===== config.mk =====
export PLATFORM = sky130hd
export DESIGN_NAME = mem_arbiter
export DESIGN_NICKNAME = d
export VERILOG_FILES = /design/src/rtl/mem_arbiter_pkg.sv /design/src/rtl/mem_arbiter_rr_picker.sv /design/src/rtl/mem_arbiter.sv
export SDC_FILE = /design/constraint.sdc
export NUM_CORES = 1
export LEC_CHECK = 0
export ABC_CLOCK_PERIOD_IN_PS = 7600
export CORE_AREA = 2 2 175 177
export DETAILED_ROUTE_END_ITERATION = 10
export DIE_AREA = 0 0 177 179
export SYNTH_ARGS = -nofsm -noshare
export SYNTH_HDL_FRONTEND = slang
export SYNTH_SLANG_ARGS = --single-unit

===== constraint.sdc =====
create_clock -name clock -period 7.6 [get_ports clock]
set_clock_uncertainty 0.2 [all_clocks]
set_input_delay 2.28 -clock clock [delete_from_list [all_inputs] [get_ports clock]]
set_output_delay 2.28 -clock clock [all_outputs]
set_load 0.01 [all_outputs]

===== src/rtl/mem_arbiter_pkg.sv =====
// Shared types for the data-memory arbiter: bus command/size encodings,
// address width, and index-width helper.
package mem_arbiter_pkg;

    localparam int unsigned XLEN  = 32;
    localparam int unsigned TAG_W = 4;

    typedef enum logic [1:0] {
        BUS_NONE  = 2'h0,
        BUS_LOAD  = 2'h1,
        BUS_STORE = 2'h2
    } mem_command_t;

    typedef enum logic [1:0] {
        MEM_BYTE   = 2'h0,
        MEM_HALF   = 2'h1,
        MEM_WORD   = 2'h2,
        MEM_DOUBLE = 2'h3
    } mem_size_t;

    // Width of an index into n items; never zero so a 1-entry table still has a port.
    function automatic int unsigned idx_w(input int unsigned n);
        return (n > 1) ? $clog2(n) : 1;
    endfunction

endpackage


===== src/rtl/mem_arbiter_rr_picker.sv =====
// rr_picker: picks one eligible channel, searching upward from ptr with wrap.
// Only instantiated when MEM_ARB_RR_EN is defined.
module rr_picker
    import mem_arbiter_pkg::*;
#(
    parameter int unsigned NUM_REQ = 2
) (
    input  logic [NUM_REQ-1:0]          eligible,
    input  logic [idx_w(NUM_REQ)-1:0]   ptr,
    output logic [NUM_REQ-1:0]          winner
);

    localparam int unsigned IDW = idx_w(NUM_REQ);

    logic           found;
    logic [IDW-1:0] idx;

    always_comb begin
        winner = '0;
        found  = 1'b0;
        idx    = '0;
        for (int unsigned i = 0; i < NUM_REQ; i++) begin
            idx = IDW'((32'(ptr) + i) % NUM_REQ);
            if (!found && eligible[idx]) begin
                winner[idx] = 1'b1;
                found       = 1'b1;
            end
        end
    end

endmodule


===== src/rtl/mem_arbiter.sv =====
// mem_arbiter: N-channel arbiter onto the single data-memory port with a
// tag-tracked outstanding-load table. MEM_ARB_RR_EN selects round-robin fairness.
module mem_arbiter
    import mem_arbiter_pkg::*;
#(
    parameter int unsigned NUM_REQ   = 2,
    parameter int unsigned MAX_OUTST = 4,
    parameter int unsigned MEM_W     = 64
) (
    input  logic                            clock,
    input  logic                            reset,
    input  logic                            squash,
    input  logic [NUM_REQ-1:0]              req,
    input  logic [NUM_REQ-1:0][1:0]         req_cmd,
    input  logic [NUM_REQ-1:0][XLEN-1:0]    req_addr,
    input  logic [NUM_REQ-1:0][MEM_W-1:0]   req_data,
    input  logic [NUM_REQ-1:0][1:0]         req_size,
    output logic [NUM_REQ-1:0]              gnt,
    output logic [NUM_REQ-1:0]              rsp_valid,
    output logic [MEM_W-1:0]                rsp_data,
    output logic                            table_full,
    output logic [1:0]                      proc2Dmem_command,
    output logic [XLEN-1:0]                 proc2Dmem_addr,
    output logic [MEM_W-1:0]                proc2Dmem_data,
    output logic [1:0]                      proc2Dmem_size,
    input  logic [TAG_W-1:0]                Dmem2proc_response,
    input  logic [MEM_W-1:0]                Dmem2proc_data,
    input  logic [TAG_W-1:0]                Dmem2proc_tag
);

    localparam int unsigned IDW = idx_w(NUM_REQ);
    localparam int unsigned SW  = idx_w(MAX_OUTST);

    typedef struct packed {
        logic             valid;
        logic             killed;
        logic [TAG_W-1:0] tag;
        logic [IDW-1:0]   id;
    } mem_arb_entry_t;

    mem_arb_entry_t         entries_q [MAX_OUTST];
    mem_arb_entry_t         entries_d [MAX_OUTST];
    logic [NUM_REQ-1:0]     rsp_valid_q, rsp_valid_d;
    logic [MEM_W-1:0]       rsp_data_q, rsp_data_d;
    logic                   full_q, full_d;

    logic [NUM_REQ-1:0]     eligible;
    logic [NUM_REQ-1:0]     winner;
    logic [IDW-1:0]         win_idx;
    logic                   any_win;
    logic                   accept;
    logic                   win_is_load;

    logic                   tag_hit;
    logic [SW-1:0]          hit_idx;
    logic                   free_found;
    logic [SW-1:0]          free_idx;
    int unsigned            valid_cnt;

    // Loads are held off while the table is full; stores bypass the table.
    always_comb begin
        eligible = '0;
        for (int unsigned i = 0; i < NUM_REQ; i++) begin
            eligible[i] = req[i] && !squash && !reset &&
                          !((req_cmd[i] == BUS_LOAD) && full_q);
        end
    end

`ifdef MEM_ARB_RR_EN
    logic [IDW-1:0] ptr_q, ptr_d;

    rr_picker #(.NUM_REQ(NUM_REQ)) u_rr_picker (
        .eligible (eligible),
        .ptr      (ptr_q),
        .winner   (winner)
    );

    // Pointer advances only on an accepted grant so a refused channel keeps priority.
    always_comb begin
        ptr_d = ptr_q;
        if (accept) begin
            ptr_d = (win_idx == IDW'(NUM_REQ - 1)) ? '0 : win_idx + IDW'(1);
        end
    end

    always_ff @(posedge clock or posedge reset) begin
        if (reset) begin
            ptr_q <= '0;
        end else begin
            ptr_q <= ptr_d;
        end
    end
`else
    assign winner = eligible & (~eligible + NUM_REQ'(1));
`endif

    always_comb begin
        win_idx = '0;
        for (int unsigned i = 0; i < NUM_REQ; i++) begin
            if (winner[i]) begin
                win_idx = IDW'(i);
            end
        end
    end

    assign any_win     = |winner;
    assign accept      = any_win && (Dmem2proc_response != '0);
    assign win_is_load = any_win && (req_cmd[win_idx] == BUS_LOAD);
    assign gnt         = accept ? winner : '0;

    always_comb begin
        proc2Dmem_command = BUS_NONE;
        proc2Dmem_addr    = '0;
        proc2Dmem_data    = '0;
        proc2Dmem_size    = '0;
        if (any_win) begin
            proc2Dmem_command = req_cmd[win_idx];
            proc2Dmem_addr    = req_addr[win_idx];
            proc2Dmem_data    = req_data[win_idx];
            proc2Dmem_size    = req_size[win_idx];
        end
    end

    always_comb begin
        entries_d   = entries_q;
        rsp_valid_d = '0;
        rsp_data_d  = rsp_data_q;
        tag_hit     = 1'b0;
        hit_idx     = '0;
        free_found  = 1'b0;
        free_idx    = '0;
        valid_cnt   = 0;

        for (int unsigned i = 0; i < MAX_OUTST; i++) begin
            if (!tag_hit && entries_q[i].valid && (Dmem2proc_tag != '0) &&
                (entries_q[i].tag == Dmem2proc_tag)) begin
                tag_hit = 1'b1;
                hit_idx = SW'(i);
            end
            if (!free_found && !entries_q[i].valid) begin
                free_found = 1'b1;
                free_idx   = SW'(i);
            end
        end

        if (tag_hit) begin
            entries_d[hit_idx].valid = 1'b0;
            if (!entries_q[hit_idx].killed && !squash) begin
                rsp_valid_d[entries_q[hit_idx].id] = 1'b1;
                rsp_data_d                         = Dmem2proc_data;
            end
        end

        // Killed entries keep their slot until the memory returns their tag.
        if (squash) begin
            for (int unsigned i = 0; i < MAX_OUTST; i++) begin
                entries_d[i].killed = 1'b1;
            end
        end

        if (accept && win_is_load && free_found) begin
            entries_d[free_idx].valid  = 1'b1;
            entries_d[free_idx].killed = 1'b0;
            entries_d[free_idx].tag    = Dmem2proc_response;
            entries_d[free_idx].id     = win_idx;
        end

        for (int unsigned i = 0; i < MAX_OUTST; i++) begin
            if (entries_d[i].valid) begin
                valid_cnt++;
            end
        end
        full_d = (valid_cnt == MAX_OUTST);
    end

    always_ff @(posedge clock or posedge reset) begin
        if (reset) begin
            for (int unsigned i = 0; i < MAX_OUTST; i++) begin
                entries_q[i] <= '0;
            end
            rsp_valid_q <= '0;
            rsp_data_q  <= '0;
            full_q      <= 1'b0;
        end else begin
            for (int unsigned i = 0; i < MAX_OUTST; i++) begin
                entries_q[i] <= entries_d[i];
            end
            rsp_valid_q <= rsp_valid_d;
            rsp_data_q  <= rsp_data_d;
            full_q      <= full_d;
        end
    end

    // A response already registered when a squash arrives must not reach the FU.
    assign rsp_valid  = rsp_valid_q & {NUM_REQ{~squash}};
    assign rsp_data   = rsp_data_q;
    assign table_full = full_q;

endmodule


==> reports/qor.csv, run 1 <==
metric,value,unit
Die Span Y,179,microns
Final Wtd Congestion,0.825,
post_cts resized,0,
CTS root buf,clkbuf_16,
average wire per standard cell,21.5,microns
Area Overhead vs Synth,104,%
final worst setup slack,0.211,ns
FP Rows,64,
Final Cell Area,10400,sq um
Post-synth EDFFs,0,
WHS,0.289,ns
Pre-antenna DRT Iters,4,
crit path launch type,primary input,
# nets final,1132,
Initial Utilization,16.9,%
CP max stage cell,clkdlybuf4s50_1,
post-CTS setup buffer count,0,
Post-synth ARST share,100,%
CP peak stage delay,0.58,ns
syn_nets,700,
"critical path, cell by cell","clkdlybuf4s50_1, nor3b_1, o21ai_0, a21oi_4, buf_12, a22o_1, clkdlybuf4s50_1",
die area,31700,sq um
Core ar.,30000,sq um
vias in the first global route,5430,
Clock Path Buffers,2,
clk slew on worst S/H paths,0.07,ns
Clock Sinks,95,
DP Worst Slack,0.133,ns
register area share after synthesis,46.8,%
data required time of the worst path,5.12,ns
share of cells above drive strength 1,14.9,%
Min-Delay Path Depth,1,
fin crit period,7.39,ns
status,"complete, no violations",
leakage power,0.00413,uW
cell taking the most area after synthesis,dfrtp_1,
Boundary Pins,446,
CP most frequent cell,clkdlybuf4s50_1,
overall power,2540,uW
Synth area leaders,"dfrtp_1 47%, mux2_2 17%, a22o_1 17%",
drc violations,0,
CTS tree,built,
Worst Path Arrival,4.91,ns
HPWL Detailed,22.7,mm
"Cell Area, Synth",5080,sq um
Max Clock Freq,135,MHz
Yosys top cell area share,46.8,%
largest net degree at the start of global routing,67,
Post-DP Area,10100,sq um
Ys Warns,0,
Antenna Nets Post-Route,0,
Syn Area/Cell,12.1,sq um
Final setup viols,0,
Pins Over Slew Limit,0,
starting DRC count in detailed routing,216,
predominant post-synthesis flop cell,dfrtp_1,
via count,5308,
fillers,3043,
Final period util,97.2,%
Pwr Density,245,nW/um^2
total negative slack,0,ns
remaining global-route overflow,0,
"Max FO, Critical Path",35,
TritonCTS Buffers,9,
final WL,27.0,mm
initial antenna violation count,4,
R2R depth,11,
worst-margin pin slew,1.04,ns
endpoint class of the critical path,primary output,
die width,177,microns
Crit Path Class,primary input to primary output,
Synth Instances,420,
unrepaired setup endpoints after global routing,false,
final hold vios,0,
overall routing resource usage,15.9,%
min-delay worst type,flop to flop,
hold bufs inserted after CTS,0,
first-pass GRT wire length,36.3,mm
Max-slew headroom,30.0,%
DR vias/cell,4.23,
synth unique cells,50,
H-tree Lvls,3,
Clock Latency Late Sink,0.36,ns
Max Cap Viol,0,
#FFs+latches synth,95,
IO buf count,445,
maximum vdd ir drop,0.203,mV
## report_power, final
group	leakage, uW	total (uW)	switching [uW]	internal [uW]
clock network	0.000160	503	197	306
logic	0.00277	1170	436	731
registers	0.00120	871	136	735
total	0.00413	2540	769	1770
## critical path, delay by kind of cell
kind                   cells  cell delay (ns)
buffers and inverters      3             1.38
AO/OA/AOI/OAI              3             0.90
AND/OR/NAND/NOR            1             0.32
## routing by layer
layer / up-vias / routed length (microns) / track usage (%)
li1: 2466 / - / -
met1: 2563 / 10700 / 19.0
met5: - / 0 / 0
met4: 0 / 426 / 4.65
met2: 260 / 13100 / 26.6
met3: 19 / 2680 / 5.98
## worst paths after layout
| path | slack (ns) | end | from |
|---|---|---|---|
| max | 0.21 | proc2Dmem_data[15] | squash |
| min | 0.29 | rsp_data[52] | rsp_data[52] |
| max reg2reg | 3.90 | table_full | table_full |
| min reg2reg | 0.29 | rsp_data[52] | rsp_data[52] |
| max in group asynchronous | 3.84 | rsp_data[49] | reset |
| min in group asynchronous | 2.21 | table_full | reset |
## synth_stat cells (all sizes together) (3+ instances only)
cell    number
a21oi        9
a22o        98
and2         4
and2b        3
buf         13
clkbuf      24
dfrtp       95
ha           3
inv          4
mux2        85
nand2       12
nand3        4
nand4        4
nor2         8
nor3         6
o21a         4
o21ai        4
xnor2       10
xor2         3
## layout make-up
| class | count | area (sq um) | share of cell area [%] |
|---|---|---|---|
| Inverter | 4 | 17.5 | 0.169 |
| Timing Repair Buffer | 458 | 4620 | 44.5 |
| Sequential cell | 95 | 2380 | 22.9 |
| Clock inverter | 3 | 65.1 | 0.627 |
| Multi-Input combinational cell | 284 | 2540 | 24.4 |
| Clock buffer | 13 | 260 | 2.51 |
| Tap cell | 396 | 495 | 4.77 |
| Antenna cell | 3 | 7.51 | 0.0723 |
## cells in the final DEF, fill, tap and decap left out, drive strengths merged, types with 6 or more instances in the layout
| cell type | count |
|---|---|
| a21oi | 9 |
| a22o | 98 |
| buf | 19 |
| clkbuf | 13 |
| clkdlybuf4s50 | 439 |
| dfrtp | 95 |
| mux2 | 85 |
| nand2 | 12 |
| nor2 | 8 |
| nor3 | 6 |
| xnor2 | 10 |
## sequential cells by signal, indices dropped and copies added (netlist names)
register,count
rsp_valid_q,2
entries_q,28
rsp_data,64
table_full,1
## per-stage QoR
step           utilization (%)  instances
2_1_floorplan                -        420
3_3_place_gp              33.5       1237
3_5_place_dp              33.5       1237
4_1_cts                   34.6       1253
5_1_grt                   34.6       1254
6_report                  34.6       1256
## cell families (layout without fill, tap and decap cells)
logic type               after synthesis  in the layout  synth area share (%)
AO/OA/AOI/OAI                        122            122                  20.1
XOR/XNOR                              13             13                  2.24
adder cells (fa/ha/maj)                3              3                 0.738
buffers and inverters                 41            478                  3.84
flip-flops                            95             95                  46.8
multiplexers                          86             86                  19.1
other                                  0              3                     0
AND/OR/NAND/NOR                       60             60                  7.23
Power figures use the tool's default switching activity.
==> inputs of run 2 (changes only) <==
--- a/config.mk
+++ b/config.mk
@@ -6,9 +6,13 @@
 export NUM_CORES = 1
 export LEC_CHECK = 0
 export ABC_CLOCK_PERIOD_IN_PS = 7600
-export CORE_AREA = 2 2 175 177
+export CELL_PAD_IN_SITES_DETAIL_PLACEMENT = 0
+export CELL_PAD_IN_SITES_GLOBAL_PLACEMENT = 1
+export CORE_AREA = 2 2 172 174
 export DETAILED_ROUTE_END_ITERATION = 10
-export DIE_AREA = 0 0 177 179
+export DIE_AREA = 0 0 174 176
+export PLACE_DENSITY_LB_ADDON = 0.1
+export SKIP_LAST_GASP = 1
 export SYNTH_ARGS = -nofsm -noshare
 export SYNTH_HDL_FRONTEND = slang
 export SYNTH_SLANG_ARGS = --single-unit
==> run 2 against run 1 <==
Net effect:
- via count rose by 2.3%
- fmax rose by 1.5%
- power fell by 2.2%
- clock-buffer cell count fell by 2
- sequential cell count did not move
- critical endpoint is now proc2Dmem_data[52]
- design area fell by 0.81%
- highest routed layer is now met5
- non-clock buffer count rose by 3
- setup slack improved by 0.11 ns
- cell count fell by 0.88%
- sequential power barely moved
- combinational power barely moved
==> reports/qor.csv, run 2 (synthesis results as in run 1) <==
metric,value,unit
"commonest non-fill, non-tap cell in the layout",clkdlybuf4s50_1,
Final setup viols,0,
final std cells w/o fill,1245,
Pwr Density,241,nW/um^2
final worst setup slack,0.322,ns
"critical path, cell by cell","clkdlybuf4s50_1, nor3b_1, o21ai_0, a21oi_4, buf_12, a22o_1, clkdlybuf4s50_1",
endpoint class of the critical path,primary output,
vias in the first global route,5861,
Antenna Nets Post-Route,0,
Max-slew headroom,25.6,%
Buffers & Inverters on Critical Path,3,
"Max FO, Critical Path",44,
overall routing resource usage,17.5,%
min-delay worst type,flop to flop,
DP Worst Slack,0.345,ns
Clock Latency Late Sink,0.34,ns
# nets final,1135,
CTS tree,built,
max FFs per register,64,
clk slew on worst S/H paths,0.06,ns
Die Span Y,176,microns
DR vias/cell,4.36,
share of cells above drive strength 1,14.5,%
Final Wtd Congestion,1.04,
Pins Over Slew Limit,0,
Boundary Pins,446,
FP Rows,62,
final WL,27.8,mm
CP peak stage delay,0.57,ns
Area Overhead vs Synth,103,%
Initial Utilization,17.8,%
HPWL Detailed,23.2,mm
die width,174,microns
TritonCTS Buffers,9,
Max Cap Viol,0,
Final period util,95.8,%
Clock Path Buffers,2,
Core ar.,28500,sq um
CP max stage cell,clkdlybuf4s50_1,
crit path launch type,primary input,
Worst Path Arrival,4.80,ns
Top delay family on crit path,buffers and inverters,
Pre-antenna DRT Iters,6,
hold bufs inserted after CTS,0,
average wire per standard cell,22.3,microns
first-pass GRT wire length,39.7,mm
placed insts,1228,
CP most frequent cell,clkdlybuf4s50_1,
Max Clock Freq,137,MHz
post-CTS setup buffer count,0,
starting DRC count in detailed routing,224,
die area,30600,sq um
Crit Path Class,primary input to primary output,
leakage power,0.00409,uW
H-tree Lvls,3,
final hold vios,0,
post-layout util,36.1,%
data required time of the worst path,5.12,ns
Clock Sinks,95,
post_cts resized,0,
remaining global-route overflow,0,
initial antenna violation count,4,
total negative slack,0,ns
status,"complete, no violations",
CTS root buf,clkbuf_16,
unrepaired setup endpoints after global routing,false,
fin crit period,7.28,ns
via count,5431,
"commonest cells after routing, fill and taps aside","445 x clkdlybuf4s50_1, 98 x a22o_1, 95 x dfrtp_1",
worst-margin pin slew,1.11,ns
IO buf count,445,
largest net degree at the start of global routing,50,
overall power,2490,uW
drc violations,0,
maximum vdd ir drop,0.192,mV
## run 2: cell count changes in the layout (fill, tap and decap cells not counted), sizes merged, moves of 2 or more
| cell | before | now |
|---|---|---|
| inv | 4 | 6 |
| buf | 19 | 16 |
| clkdlybuf4s50 | 439 | 445 |
| bufinv | 2 | 0 |
| clkbuf | 13 | 11 |
| diode | 3 | 1 |
## run 2: final cells by class
cell class              instances  area, sq um
diodes                          1         2.50
clock buffers                  11          233
clock inverters                 5         41.3
fillers                      2863        18200
inverters                       4         17.5
multi-input cells             284         2540
flip-flops and latches         95         2380
well taps                     384          480
repair buffers                461         4610
## run 2: where the power goes
part,internal [uW],leakage (uW),switching (uW)
clock network,226,0.000132,201
registers,734,0.00120,139
logic,732,0.00276,453
total,1690,0.00409,793
## run 2: path summary, 6_finish.rpt
path,start,to,slack (ns),cells after the start
worst min-delay path,entries_q[19],entries_q[19],0.29,1
worst max-delay path,reset,proc2Dmem_data[52],0.32,7
worst min register to register,entries_q[19],entries_q[19],0.29,1
worst max register to register,table_full,table_full,3.57,11
min in group asynchronous,reset,entries_q[13],2.29,2
max in group asynchronous,reset,entries_q[5],3.81,3
## run 2: worst register-to-register path, delay by kind of cell, from the launching register on
| kind | cells | cell delay, ns |
|---|---|---|
| xor gates and xnor gates | 1 | 0.19 |
| DFF | 1 | 0.42 |
| buffers and inverters | 1 | 0.26 |
| and+or+nand+nor | 5 | 1.78 |
| AOI/OAI and AO/OA | 1 | 0.13 |
| adders and majority gates | 2 | 0.65 |
| muxes | 1 | 0.34 |
## run 2: metrics by stage
step | hold slack (ns) | instance area, sq um
global placement | 0.270 | 10000
detailed placement | 0.274 | 10000
global route | 0.300 | 10300
floorplan | 0.251 | 5080
CTS | 0.291 | 10300
finish | 0.295 | 10300
## run 2: per-layer routing
metal	global-route usage, %	wire [microns]	vias up
met2	29.7	13400	287
li1	-	-	2474
met5	0	35	-
met1	20.3	11000	2630
met4	4.69	647	6
met3	7.21	2740	34
